$ cat src/rtl/bcd_step_counter.sv
// bcd_step_counter: 4-digit BCD up/down count from two debounced buttons, plus scan-strobe divider; HOLD_REPEAT_EN adds hold-to-repeat
module bcd_step_counter #(
    parameter int DEBOUNCE_CYCLES = 16,
    parameter int DIV_HALF        = 2,
    parameter int REPEAT_DELAY    = 64,
    parameter int REPEAT_PERIOD   = 16
) (
    input  logic        clk,
    input  logic        rst,
    input  logic        btn_up,
    input  logic        btn_down,
    input  logic        clr,
    output logic [15:0] q,
    output logic        clk_div,
    output logic        ovf
);
    localparam int CW = $clog2(DEBOUNCE_CYCLES + 1);
    localparam int DW = (DIV_HALF > 1) ? $clog2(DIV_HALF) : 1;

    if (DEBOUNCE_CYCLES < 2 || DIV_HALF < 1 || REPEAT_DELAY < 1 || REPEAT_PERIOD < 1) begin : g_bad_cfg
        $error("bcd_step_counter: illegal parameter value");
    end

    logic [1:0]    raw;
    logic [1:0]    s1;
    logic [1:0]    s2;
    logic [1:0]    lvl;
    logic [1:0]    lvl_q;
    logic [1:0]    step;
    logic [CW-1:0] dcnt [2];
    logic [DW-1:0] div_cnt;
    logic [15:0]   q_inc;
    logic [15:0]   q_dec;
    logic          carry;
    logic          borrow;

    assign raw = {btn_down, btn_up};

    // synchronize raw buttons, debounce them, and keep last debounced level for edge detection
    always_ff @(posedge clk or negedge rst) begin
        if (!rst) begin
            s1    <= '0;
            s2    <= '0;
            lvl   <= '0;
            lvl_q <= '0;
            for (int i = 0; i < 2; i++) dcnt[i] <= '0;
        end else begin
            s1    <= raw;
            s2    <= s1;
            lvl_q <= lvl;
            for (int i = 0; i < 2; i++) begin
                if (s2[i] == lvl[i]) begin
                    dcnt[i] <= '0;
                end else if (dcnt[i] == CW'(DEBOUNCE_CYCLES)) begin
                    lvl[i]  <= s2[i];
                    dcnt[i] <= '0;
                end else begin
                    dcnt[i] <= dcnt[i] + CW'(1);
                end
            end
        end
    end

`ifdef HOLD_REPEAT_EN
    localparam int RW = $clog2(REPEAT_DELAY + REPEAT_PERIOD + 1);

    logic [RW-1:0] rcnt [2];
    logic [1:0]    rep;

    // hold timers run while the debounced level is high, folding back to REPEAT_DELAY every period
    always_ff @(posedge clk or negedge rst) begin
        if (!rst) begin
            for (int i = 0; i < 2; i++) rcnt[i] <= '0;
        end else begin
            for (int i = 0; i < 2; i++) begin
                if (!lvl[i] || clr) rcnt[i] <= '0;
                else if (rcnt[i] == RW'(REPEAT_DELAY + REPEAT_PERIOD - 1)) rcnt[i] <= RW'(REPEAT_DELAY);
                else rcnt[i] <= rcnt[i] + RW'(1);
            end
        end
    end

    // a repeat step fires each time a held timer lands on REPEAT_DELAY
    always_comb begin
        rep = '0;
        for (int i = 0; i < 2; i++) rep[i] = lvl[i] && (rcnt[i] == RW'(REPEAT_DELAY));
    end

    assign step = (lvl & ~lvl_q) | rep;
`else
    assign step = lvl & ~lvl_q;
`endif

    // per-digit ripple increment and decrement; carry/borrow out of the top digit marks a wrap
    always_comb begin
        q_inc  = q;
        q_dec  = q;
        carry  = 1'b1;
        borrow = 1'b1;
        for (int i = 0; i < 4; i++) begin
            q_inc[4*i +: 4] = carry  ? ((q[4*i +: 4] == 4'd9) ? 4'd0 : q[4*i +: 4] + 4'd1) : q[4*i +: 4];
            q_dec[4*i +: 4] = borrow ? ((q[4*i +: 4] == 4'd0) ? 4'd9 : q[4*i +: 4] - 4'd1) : q[4*i +: 4];
            carry  = carry  && (q[4*i +: 4] == 4'd9);
            borrow = borrow && (q[4*i +: 4] == 4'd0);
        end
    end

    // count register: clear wins, opposing steps cancel, otherwise a single BCD step with wrap pulse
    always_ff @(posedge clk or negedge rst) begin
        if (!rst) begin
            q   <= '0;
            ovf <= 1'b0;
        end else begin
            ovf <= 1'b0;
            if (clr) begin
                q <= '0;
            end else if (step == 2'b01) begin
                q   <= q_inc;
                ovf <= carry;
            end else if (step == 2'b10) begin
                q   <= q_dec;
                ovf <= borrow;
            end
        end
    end

    // free-running divider toggling the scan strobe every DIV_HALF cycles
    always_ff @(posedge clk or negedge rst) begin
        if (!rst) begin
            div_cnt <= '0;
            clk_div <= 1'b0;
        end else if (div_cnt == DW'(DIV_HALF - 1)) begin
            div_cnt <= '0;
            clk_div <= ~clk_div;
        end else begin
            div_cnt <= div_cnt + DW'(1);
        end
    end
endmodule

$ cat config.mk
export PLATFORM = sky130hd
export DESIGN_NAME = bcd_step_counter
export DESIGN_NICKNAME = d
export VERILOG_FILES = /design/src/rtl/bcd_step_counter.sv
export SDC_FILE = /design/constraint.sdc
export NUM_CORES = 1
export LEC_CHECK = 0
export ABC_CLOCK_PERIOD_IN_PS = 5400
export CORE_MARGIN = 2
export CORE_UTILIZATION = 55
export DETAILED_ROUTE_END_ITERATION = 10
export GPL_TIMING_DRIVEN = 0
export PLACE_DENSITY_LB_ADDON = 0.05
export SYNTH_ARGS = -nofsm -noshare
export SYNTH_HDL_FRONTEND = slang
export SYNTH_SLANG_ARGS = --single-unit
$ cat constraint.sdc
create_clock -name clk -period 5.4 [get_ports clk]
set_input_delay 0.81 -clock clk [delete_from_list [all_inputs] [get_ports clk]]
set_output_delay 0.81 -clock clk [all_outputs]
set_load 0.005 [all_outputs]
==> summary.md, run 1 <==
| Metric | Value |
|---|---|
| CTS Sinks | `37` |
| FF/Latch Area | `925.9 um2` |
| Cell count after synthesis | `246` |
| Initial antenna violation count | `0` |
| NumNets Final | `292` |
| Synth top area cells | `dfrtp_1, ha_1, o31ai_1, nor2_1, xnor2_1` |
| Cell area after synthesis | `0.002343 mm2` |
| Filler cells | `351` |
| Unrepaired setup endpoints after global routing | `no` |
| Relative slew slack | `45.29%` |
| Avg WL per Cell | `14.61 um` |
| Endpoints failing setup | `0` |
| Layout cell share with drive strength beyond 1 | `10.55%` |
| Antenna fix cells | `0` |
| Pre-CTS setup slack | `2.746 ns` |
| CP Data Arrival Time | `2.64 ns` |
| Critical Path Max Stage Delay | `0.52 ns` |
| Rows | `23` |
| Synth-to-layout area growth | `15.70%` |
| Status | `finished, final reports clean` |
| Crit path cell chain | `inv_1 -> ha_1 -> nor3b_1 -> or4b_4 -> a22o_4 -> a221o_1` |
| Post-DP Area | `0.002621 mm2` |
| Final worst path period share | `45.35%` |
| Clock-pin transition on the worst setup and hold timing paths | `0.08 ns` |
| Max H-tree Level | `2` |
| Setup TNS | `0 ns` |
| Leakage | `0.001156 uW` |
| Top cell type's share of synthesized area | `39.51%` |
| Crit path launch type | `flop` |
| Leading area contributor after synthesis | `dfrtp_1` |
| Post-Layout Inst Area | `0.002711 mm2` |
| Critical path fanouts, max | `9` |
| PnR worst setup slack | `2.951 ns` |
| Register area share after synthesis | `39.51%` |
| Die area | `0.004799 mm2` |
| Top cells by count, synth | `dfrtp_1, nor2_1, nand2_1, ha_1, inv_1` |
| Post-route minimum period | `2.449 ns` |
| Least-Margin Pin Slew | `0.8207 ns` |
| Vias | `1,881` |
| Worst vdd ir | `0.2245 mV` |
| Avg Cell Area, Syn | `9.526 um2` |
| Slowest cell on the critical path | `or4b_4` |
| Register bit total from synthesis | `37` |
| I/O pin count | `23` |
| Fmax achieved | `0.4083 GHz` |
| DIE HEIGHT | `69.28 um` |
| CTS Buffer Depth | `2` |
| Cts bufs inserted | `5` |
| Root buffer cell | `clkbuf_8` |
| Core area | `0.004058 mm2` |
| Die span in x | `69.28 um` |
| Fin. max-slew vios | `0` |
| DRT Pass-1 Iters | `4` |
| Starting Density | `57.76%` |
| Worst Path Required | `5.59 ns` |
| Most numerous cell in the Yosys netlist | `dfrtp_1` |
| Post-CTS resize count | `0` |
| Worst Skew | `0.01272 ns` |
| CTS tree | `yes` |
| Pin count of the biggest net entering global routing | `38` |
| Total setup buffers inserted after CTS | `0` |
| EDFF count, synth | `0` |
| Syn_nets | `263` |
| Crit path kind | `flop to flop` |
| Half-perimeter wire length after placement | `3.327 mm` |
| Pwr Density | `321.4 mW/mm2` |
| Smallest hold slack | `0.3511 ns` |
| Initial DRC count | `85` |
| Global Route Usage Sum | `21.34%` |
| Drt via density | `5.788` |
| CTS Hold Buffers Added | `0` |
| First-pass GRT wire length | `8.259 mm` |
| MaxCap Viol Count | `0` |
| CP Capture Type | `flop` |
| Drc violations | `0` |
| Unique masters post-synth | `56` |
| Synth warnings | `0` |
| ANT nets after route | `0` |
| Vias in the first global route | `1,812` |
| RePlAce Congestion | `0.8534` |
| Ys flop type | `dfrtp_1` |
| Drt total wl | `4.749 mm` |
| Post-route core utilization | `66.82%` |
| Hold Fails Final Rpt | `0` |
| Multi-input combinational cell area | `0.001291 mm2` |
| Hold Path Class | `flop to flop` |
| Skew-Pair Late Insertion Delay | `0.30 ns` |
| Port Buffer Count | `22` |
| GRT Residual Overflow | `0` |
| Async SR Flop Fraction | `100.0%` |
[cell usage in the layout (no fill, tap or decap), types with 5 or more instances in the layout]
master / count
a211oi_1: 7
a21oi_1: 8
clkbuf_1: 8
clkbuf_8: 6
clkdlybuf4s50_1: 21
dfrtp_1: 37
ha_1: 12
inv_1: 12
nand2_1: 20
nand3_1: 8
nor2_1: 21
nor3_1: 7
nor4_1: 5
o21ai_0: 8
o31ai_1: 11
xnor2_1: 9
xor2_1: 6
[power by group]
part	switching, uW	leakage [uW]	total (uW)	internal, uW
combinational	154	0.000628	321	167
sequential	41.2	0.000485	350	308
clock	99.9	0.0000433	201	101
total	295	0.00116	871	577
[final cells by class]
class | count | share of cell area [%]
clock inverters | 1 | 0.2769
clock buffers | 6 | 3.046
multi-input cells | 183 | 47.62
plain buffers | 14 | 3.000
flip-flops and latches | 37 | 34.15
repair buffers | 22 | 7.937
well taps | 50 | 2.307
inverters | 12 | 1.661
[per-layer routing]
metal	global-route usage, %	wire [um]	vias up
li1	-	-	933
met1	27.71	2236	913
met2	34.62	2291	29
met3	4.942	151	6
met4	8.279	69	0
met5	0	0	-
[path summary, 6_finish.rpt]
kind                                  start           endpoint  slack (ns)  depth (start not counted)
setup / recovery           q[0]$_DFFE_PN0P_  q[10]$_DFFE_PN0P_        2.95                          6
hold / removal              s1[0]$_DFF_PN0_    s2[0]$_DFF_PN0_        0.35                          0
setup reg to reg           q[0]$_DFFE_PN0P_  q[10]$_DFFE_PN0P_        2.95                          6
hold reg to reg             s1[0]$_DFF_PN0_    s2[0]$_DFF_PN0_        0.35                          0
max in group asynchronous               rst   q[2]$_DFFE_PN0P_        4.27                          1
min in group asynchronous               rst  q[10]$_DFFE_PN0P_        0.60                          1
[logic make-up after synthesis]
group,count (synthesis),share of synthesized area (%)
mux,7,3.203
fa+ha+maj,12,6.407
xor+xnor,15,5.606
buf+inv,26,5.392
flops,37,39.51
simple gates,88,20.02
compound gates,61,19.86
[critical path, delay by kind of cell (launching register included)]
kind,cells,cell delay [ns]
compound gates,2,0.62
fa+ha+maj,1,0.21
buf+inv,1,0.12
flops,1,0.48
simple gates,2,0.92
[metrics by stage]
step / power (uW) / std cells
floorplan: 566.3 / 246
global placement: 670.4 / 318
detailed placement: 674.0 / 318
CTS: 878.4 / 325
global route: 939.7 / 325
finish: 871.5 / 325
[flip-flops by register name (all words and copies together) (netlist names)]
| register | flops |
|---|---|
| clk_div | 1 |
| s1 | 2 |
| q | 16 |
| dcnt | 10 |
| lvl | 2 |
| div_cnt | 1 |
| ovf | 1 |
| s2 | 2 |
| lvl_q | 2 |
Power figures use the tool's default switching activity.
==> run 2: changes to the inputs <==
ABC_CLOCK_PERIOD_IN_PS = 2500   (was 5400)
clock period = 2.5 ns   (was 5.4 ns; I/O delays follow)
==> summary.md, run 2 (same netlist as run 1, synthesis figures left out) <==
| Metric | Value |
|---|---|
| NumNets Final | `292 (unchanged)` |
| Crit path kind | `flop to flop` |
| CP Data Arrival Time | `2.55 ns (-0.09 ns)` |
| FF/Latch Area | `925.9 um2 (unchanged)` |
| Post-route minimum period | `2.369 ns (-0.07939 ns)` |
| Drc violations | `0 (unchanged)` |
| I/O pin count | `23 (unchanged)` |
| Cell depth of the worst setup path | `7 (+1)` |
| Global Route Usage Sum | `21.34% (unchanged)` |
| Pin count of the biggest net entering global routing | `38 (unchanged)` |
| Layout cell share with drive strength beyond 1 | `11.27% (+0.73 points)` |
| Root buffer cell | `clkbuf_8` |
| Leakage | `0.001161 uW (+0.43%)` |
| First-pass GRT wire length | `8.259 mm (unchanged)` |
| Hold Fails Final Rpt | `0 (unchanged)` |
| Relative slew slack | `45.06% (-0.23 points)` |
| Die span in x | `69.28 um (unchanged)` |
| Clock-pin transition on the worst setup and hold timing paths | `0.08 ns (about the same)` |
| Least-Margin Pin Slew | `0.8242 ns (+0.003509 ns)` |
| Most flop-heavy register | `q` |
| CTS Buffer Depth | `2 (unchanged)` |
| CTS Sinks | `37 (unchanged)` |
| CP Capture Type | `flop` |
| Critical path fanouts, max | `8 (-1)` |
| Synth-to-layout area growth | `16.12%` |
| Smallest hold slack | `0.1706 ns (-0.1805 ns)` |
| Max H-tree Level | `2 (unchanged)` |
| MaxCap Viol Count | `0 (unchanged)` |
| Die area | `0.004799 mm2 (unchanged)` |
| DIE HEIGHT | `69.28 um (unchanged)` |
| Status | `finished, final reports clean` |
| Initial DRC count | `102 (+20%)` |
| Buf/Inv on CP | `1 (unchanged)` |
| Most frequent cells in the layout | `dfrtp_1, nor2_1, clkdlybuf4s50_1` |
| Crit path cell chain | `inv_1 -> ha_1 -> or3b_2 -> nor2_1 -> a21boi_0 -> or2_2 -> mux2_2` |
| Pwr Density | `692.9 mW/mm2 (+120%)` |
| CTS Hold Buffers Added | `0 (unchanged)` |
| Hold Path Class | `input pin to asynchronous set/reset pin` |
| Reg2Reg Depth | `7 (+1)` |
| Largest register FFs | `16 (unchanged)` |
| Slowest cell on the critical path | `or3b_2` |
| RePlAce Congestion | `0.8534 (unchanged)` |
| Worst vdd ir | `0.4861 mV (+120%)` |
| Critical Path Max Stage Delay | `0.50 ns (-0.02 ns)` |
| Rows | `23 (unchanged)` |
| Fmax achieved | `0.4220 GHz (+3.4%)` |
| Fin. max-slew vios | `0 (unchanged)` |
| Antenna fix cells | `0 (unchanged)` |
| Multi-input combinational cell area | `0.001301 mm2 (+0.78%)` |
| Vias | `1,883 (+0.11%)` |
| Post-CTS resize count | `0 (unchanged)` |
| Initial antenna violation count | `0 (unchanged)` |
| Drt total wl | `4.740 mm (-0.19%)` |
| Vias in the first global route | `1,812 (unchanged)` |
| Drt via density | `5.794 (+0.11%)` |
| Core area | `0.004058 mm2 (unchanged)` |
| Cts bufs inserted | `5 (unchanged)` |
| ANT nets after route | `0 (unchanged)` |
| Starting Density | `57.76% (unchanged)` |
| Crit path launch type | `flop` |
| Avg WL per Cell | `14.58 um (-0.19%)` |
| Unrepaired setup endpoints after global routing | `no` |
| Port Buffer Count | `22 (unchanged)` |
| Total setup buffers inserted after CTS | `0 (unchanged)` |
| Post-route core utilization | `67.07% (+0.25 points)` |
| Post-DP Area | `0.002621 mm2 (unchanged)` |
| Post-Layout Inst Area | `0.002721 mm2 (+0.37%)` |
| Setup TNS | `0 ns (unchanged)` |
| Endpoints failing setup | `0 (unchanged)` |
| CTS tree | `yes` |
| GRT Residual Overflow | `0 (unchanged)` |
| Crit-path leading delay family | `simple AND/OR/NAND/NOR gates` |
| Filler cells | `353 (+0.57%)` |
| Worst Path Required | `2.68 ns (-2.91 ns)` |
| Commonest non-fill, non-tap cell in the layout | `dfrtp_1` |
| Skew-Pair Late Insertion Delay | `0.30 ns (about the same)` |
| Half-perimeter wire length after placement | `3.327 mm (unchanged)` |
| Largest registers | `q x16, dcnt x10` |
| Worst Skew | `0.01144 ns (-0.001284 ns)` |
| DRT Pass-1 Iters | `4 (unchanged)` |
| Final worst path period share | `94.78% (+49 points)` |
[run 2: cell counts in the layout (fill, tap and decap cells not counted)]
Identical to the previous run, type by type.
[run 2: where the power goes]
group          switching, uW  internal (uW)  leakage [uW]
Sequential              89.0            666      0.000485
Clock                    215            218     0.0000433
Combinational            334            364      0.000633
[run 2: layer usage]
metal	wire length (um)	vias up	part of all wire, %	GRT usage (%)
li1	-	930	-	-
met1	2245	917	47	27.71
met2	2302	30	49	34.62
met3	123	6	2.6	4.942
met4	69	0	1.5	8.279
met5	0	-	0	0
[run 2: final timing paths]
check                            startpoint                end  slack (ns)
max in group asynchronous               rst   q[2]$_DFFE_PN0P_        1.80
min in group clk            s1[0]$_DFF_PN0_    s2[0]$_DFF_PN0_        0.35
max                        q[8]$_DFFE_PN0P_  q[13]$_DFFE_PN0P_        0.13
max reg2reg                q[8]$_DFFE_PN0P_  q[13]$_DFFE_PN0P_        0.13
min reg2reg                 s1[0]$_DFF_PN0_    s2[0]$_DFF_PN0_        0.35
min                                     rst  q[10]$_DFFE_PN0P_        0.17
[run 2: area by class of cell]
type,count,area share [%]
Timing Repair Buffer,22,7.908
Multi-Input combinational cell,183,47.82
Buffer,14,2.989
Sequential cell,37,34.02
Tap cell,50,2.299
Clock buffer,6,3.034
Clock inverter,1,0.2759
Inverter,12,1.655
[run 2: worst register-to-register path: cells and delay by family (launching register included)]
kind / cells / cell delay (ns)
multiplexers: 1 / 0.29
flip-flops: 1 / 0.47
adder cells (fa/ha/maj): 1 / 0.18
AND/OR/NAND/NOR: 3 / 1.02
buffers and inverters: 1 / 0.11
AO/OA/AOI/OAI: 1 / 0.18
[run 2: per-stage QoR]
step	total power [uW]	worst slack, ns	std cells
finish	1886	0.1305	325
global route	2034	0.01888	325
CTS	1897	0.05198	325
detailed placement	1456	0.06230	318
global placement	1448	0.07722	318
floorplan	1223	0.2555	246
==> run 3: changes to the inputs <==
CORE_UTILIZATION = 45   (was 55)
==> summary.md, run 3 (same netlist as run 1, synthesis figures left out) <==
| Metric | Value |
|---|---|
| Global Route Usage Sum | `17.83% (-3.5 points)` |
| CTS Hold Buffers Added | `0 (unchanged)` |
| Logic pwr share | `34.8% (-2.2 points)` |
| Clock-pin transition on the worst setup and hold timing paths | `0.08 ns (about the same)` |
| PnR worst setup slack | `0.1377 ns (+0.007232 ns)` |
| Pwr Density | `716.8 mW/mm2 (+3.4%)` |
| Synth-to-layout area growth | `18.26%` |
| Final worst path period share | `94.49% (-0.29 points)` |
| CTS Buffer Depth | `2 (unchanged)` |
| CTS tree | `yes` |
| Pin count of the biggest net entering global routing | `38 (unchanged)` |
| Largest register FFs | `16 (unchanged)` |
| Drt via density | `5.422 (-6.4%)` |
| Sw frac | `31.92% (-1.9 points)` |
| Post-DP Area | `0.002646 mm2 (+0.95%)` |
| Die area | `0.005801 mm2 (+21%)` |
| CP Data Arrival Time | `2.54 ns (about the same)` |
| Critical path fanouts, max | `9 (+1)` |
| Initial antenna violation count | `0 (unchanged)` |
| Worst Path Required | `2.68 ns (about the same)` |
| RePlAce Congestion | `0.8301 (-2.7%)` |
| Skew-Pair Late Insertion Delay | `0.29 ns (about the same)` |
| Vias | `1,876 (-0.37%)` |
| Most frequent cells in the layout | `dfrtp_1, nor2_1, clkdlybuf4s50_1` |
| DRT Pass-1 Iters | `4 (unchanged)` |
| Initial DRC count | `98 (-3.9%)` |
| Port Buffer Count | `22 (unchanged)` |
| I/O pin count | `23 (unchanged)` |
| First-pass GRT wire length | `8.307 mm (+0.58%)` |
| Half-perimeter wire length after placement | `3.395 mm (+2.0%)` |
| Post-Layout Inst Area | `0.002771 mm2 (+1.8%)` |
| Layout cell share with drive strength beyond 1 | `11.23% (-0.041 points)` |
| Clock share of power | `27.2% (+4.3 points)` |
| Drt total wl | `4.776 mm (+0.76%)` |
| Sequential Power Share | `38.0% (-2.1 points)` |
| Core area | `0.005075 mm2 (+25%)` |
| Post-Place Cells | `338 (+6.3%)` |
| Crit Reg-Reg Startpoint | `q[0]$_DFFE_PN0P_` |
| CTS Sinks | `37 (unchanged)` |
| Endpoints failing setup | `0 (unchanged)` |
| Hold Fails Final Rpt | `0 (unchanged)` |
| Crit path from | `q[0]$_DFFE_PN0P_` |
| CP Capture Type | `flop` |
| Non-Filler Instances | `346 (+6.5%)` |
| Crit path kind | `flop to flop` |
| Total setup buffers inserted after CTS | `0 (unchanged)` |
| Vias in the first global route | `1,794 (-0.99%)` |
| Status | `finished, final reports clean` |
| Rows | `26 (+13%)` |
| Int Power | `1352 uW (+8.4%)` |
| Most flop-heavy register | `q` |
| Crit path launch type | `flop` |
| Least-Margin Pin Slew | `0.8147 ns (-0.009443 ns)` |
| NumNets Final | `292 (unchanged)` |
| Starting Density | `46.18% (-12 points)` |
| Cts bufs inserted | `5 (unchanged)` |
| Commonest non-fill, non-tap cell in the layout | `dfrtp_1` |
| DIE HEIGHT | `76.17 um (+9.9%)` |
| Root buffer cell | `clkbuf_8` |
| Pre-CTS setup slack | `0.02527 ns (-0.03703 ns)` |
| Relative slew slack | `45.68% (+0.63 points)` |
| Leakage | `0.001173 uW (+1.0%)` |
| Worst vdd ir | `0.3844 mV (-21%)` |
| ANT nets after route | `0 (unchanged)` |
| Post-route minimum period | `2.362 ns (-0.007232 ns)` |
| Antenna fix cells | `0 (unchanged)` |
| GRT Residual Overflow | `0 (unchanged)` |
| Fmax achieved | `0.4233 GHz (+0.31%)` |
| Worst Skew | `0.006478 ns (-0.004961 ns)` |
| Switching power | `634.2 uW (-0.55%)` |
| Power Total | `1986 uW (+5.3%)` |
| Avg WL per Cell | `13.80 um (-5.4%)` |
| Fin. max-slew vios | `0 (unchanged)` |
| Die span in x | `76.17 um (+9.9%)` |
| Max H-tree Level | `2 (unchanged)` |
| Largest registers | `q x16, dcnt x10` |
| Drc violations | `0 (unchanged)` |
| MaxCap Viol Count | `0 (unchanged)` |
| Hold Path Class | `input pin to asynchronous set/reset pin` |
-- run 3: cell type report --
cell class / count / area, um2
multi-input combinational: 183 / 1296
tap: 70 / 87.58
inverter: 12 / 45.04
timing repair buffer: 22 / 215.2
clock buffer: 6 / 82.58
buffer: 14 / 81.33
sequential: 37 / 925.9
clock inverter: 2 / 37.54
fill: 471 / 2303
-- run 3: power groups by stage --
stage | sequential [uW] | clock [uW] | combinational (uW)
finish | 754 | 541 | 692
global route | 773 | 587 | 774
CTS | 755 | 562 | 695
detailed placement | 767 | 0 | 692
global placement | 766 | 0 | 692
floorplan | 757 | 0 | 466
-- run 3: repair_timing --
item	4_1_cts	5_1_grt
setup endpoints to repair	0	8
hold endpoints to repair	0	0
resized for setup	0	1
-- run 3: stage by stage --
| stage | hold slack (ns) | TNS, ns | utilization (%) |
|---|---|---|---|
| after global routing | 0.2499 | -0.02433 | 54.61 |
| after global placement | 0.3354 | 0 | 52.24 |
| after CTS | 0.2058 | 0 | 54.51 |
| final | 0.1642 | 0 | 54.61 |
| after detailed placement | 0.3381 | 0 | 52.14 |
| after floorplan | 0.07941 | 0 | - |
-- run 3: path summary, 6_finish.rpt --
kind,end,slack [ns],cells after the start
max,q[13]$_DFFE_PN0P_,0.14,7
min,q[6]$_DFFE_PN0P_,0.16,1
max reg2reg,q[13]$_DFFE_PN0P_,0.14,7
min reg2reg,s2[0]$_DFF_PN0_,0.35,0
max in group asynchronous,lvl_q[0]$_DFF_PN0_,1.81,1
min in group clk,s2[0]$_DFF_PN0_,0.35,0
-- run 3: critical path, stage by stage, from the launching register on --
cell and delay [ns]:
dfrtp_1 0.50, inv_1 0.10, ha_1 0.25, nor3b_2 0.19, and3_1 0.24, a21boi_0 0.39, or2_2 0.24, mux2_2 0.33
-- run 3: per-layer routing --
metal  wire length, um  vias to the layer above  share of wire [%]  global-route usage (%)
li1                  -                      941                  -                       -
met1              2208                      900                 46                   22.25
met2              2334                       29                 49                   30.09
met3               162                        6                3.4                   3.910
met4                71                        0                1.5                   7.273
met5                 0                        -                  0                       0
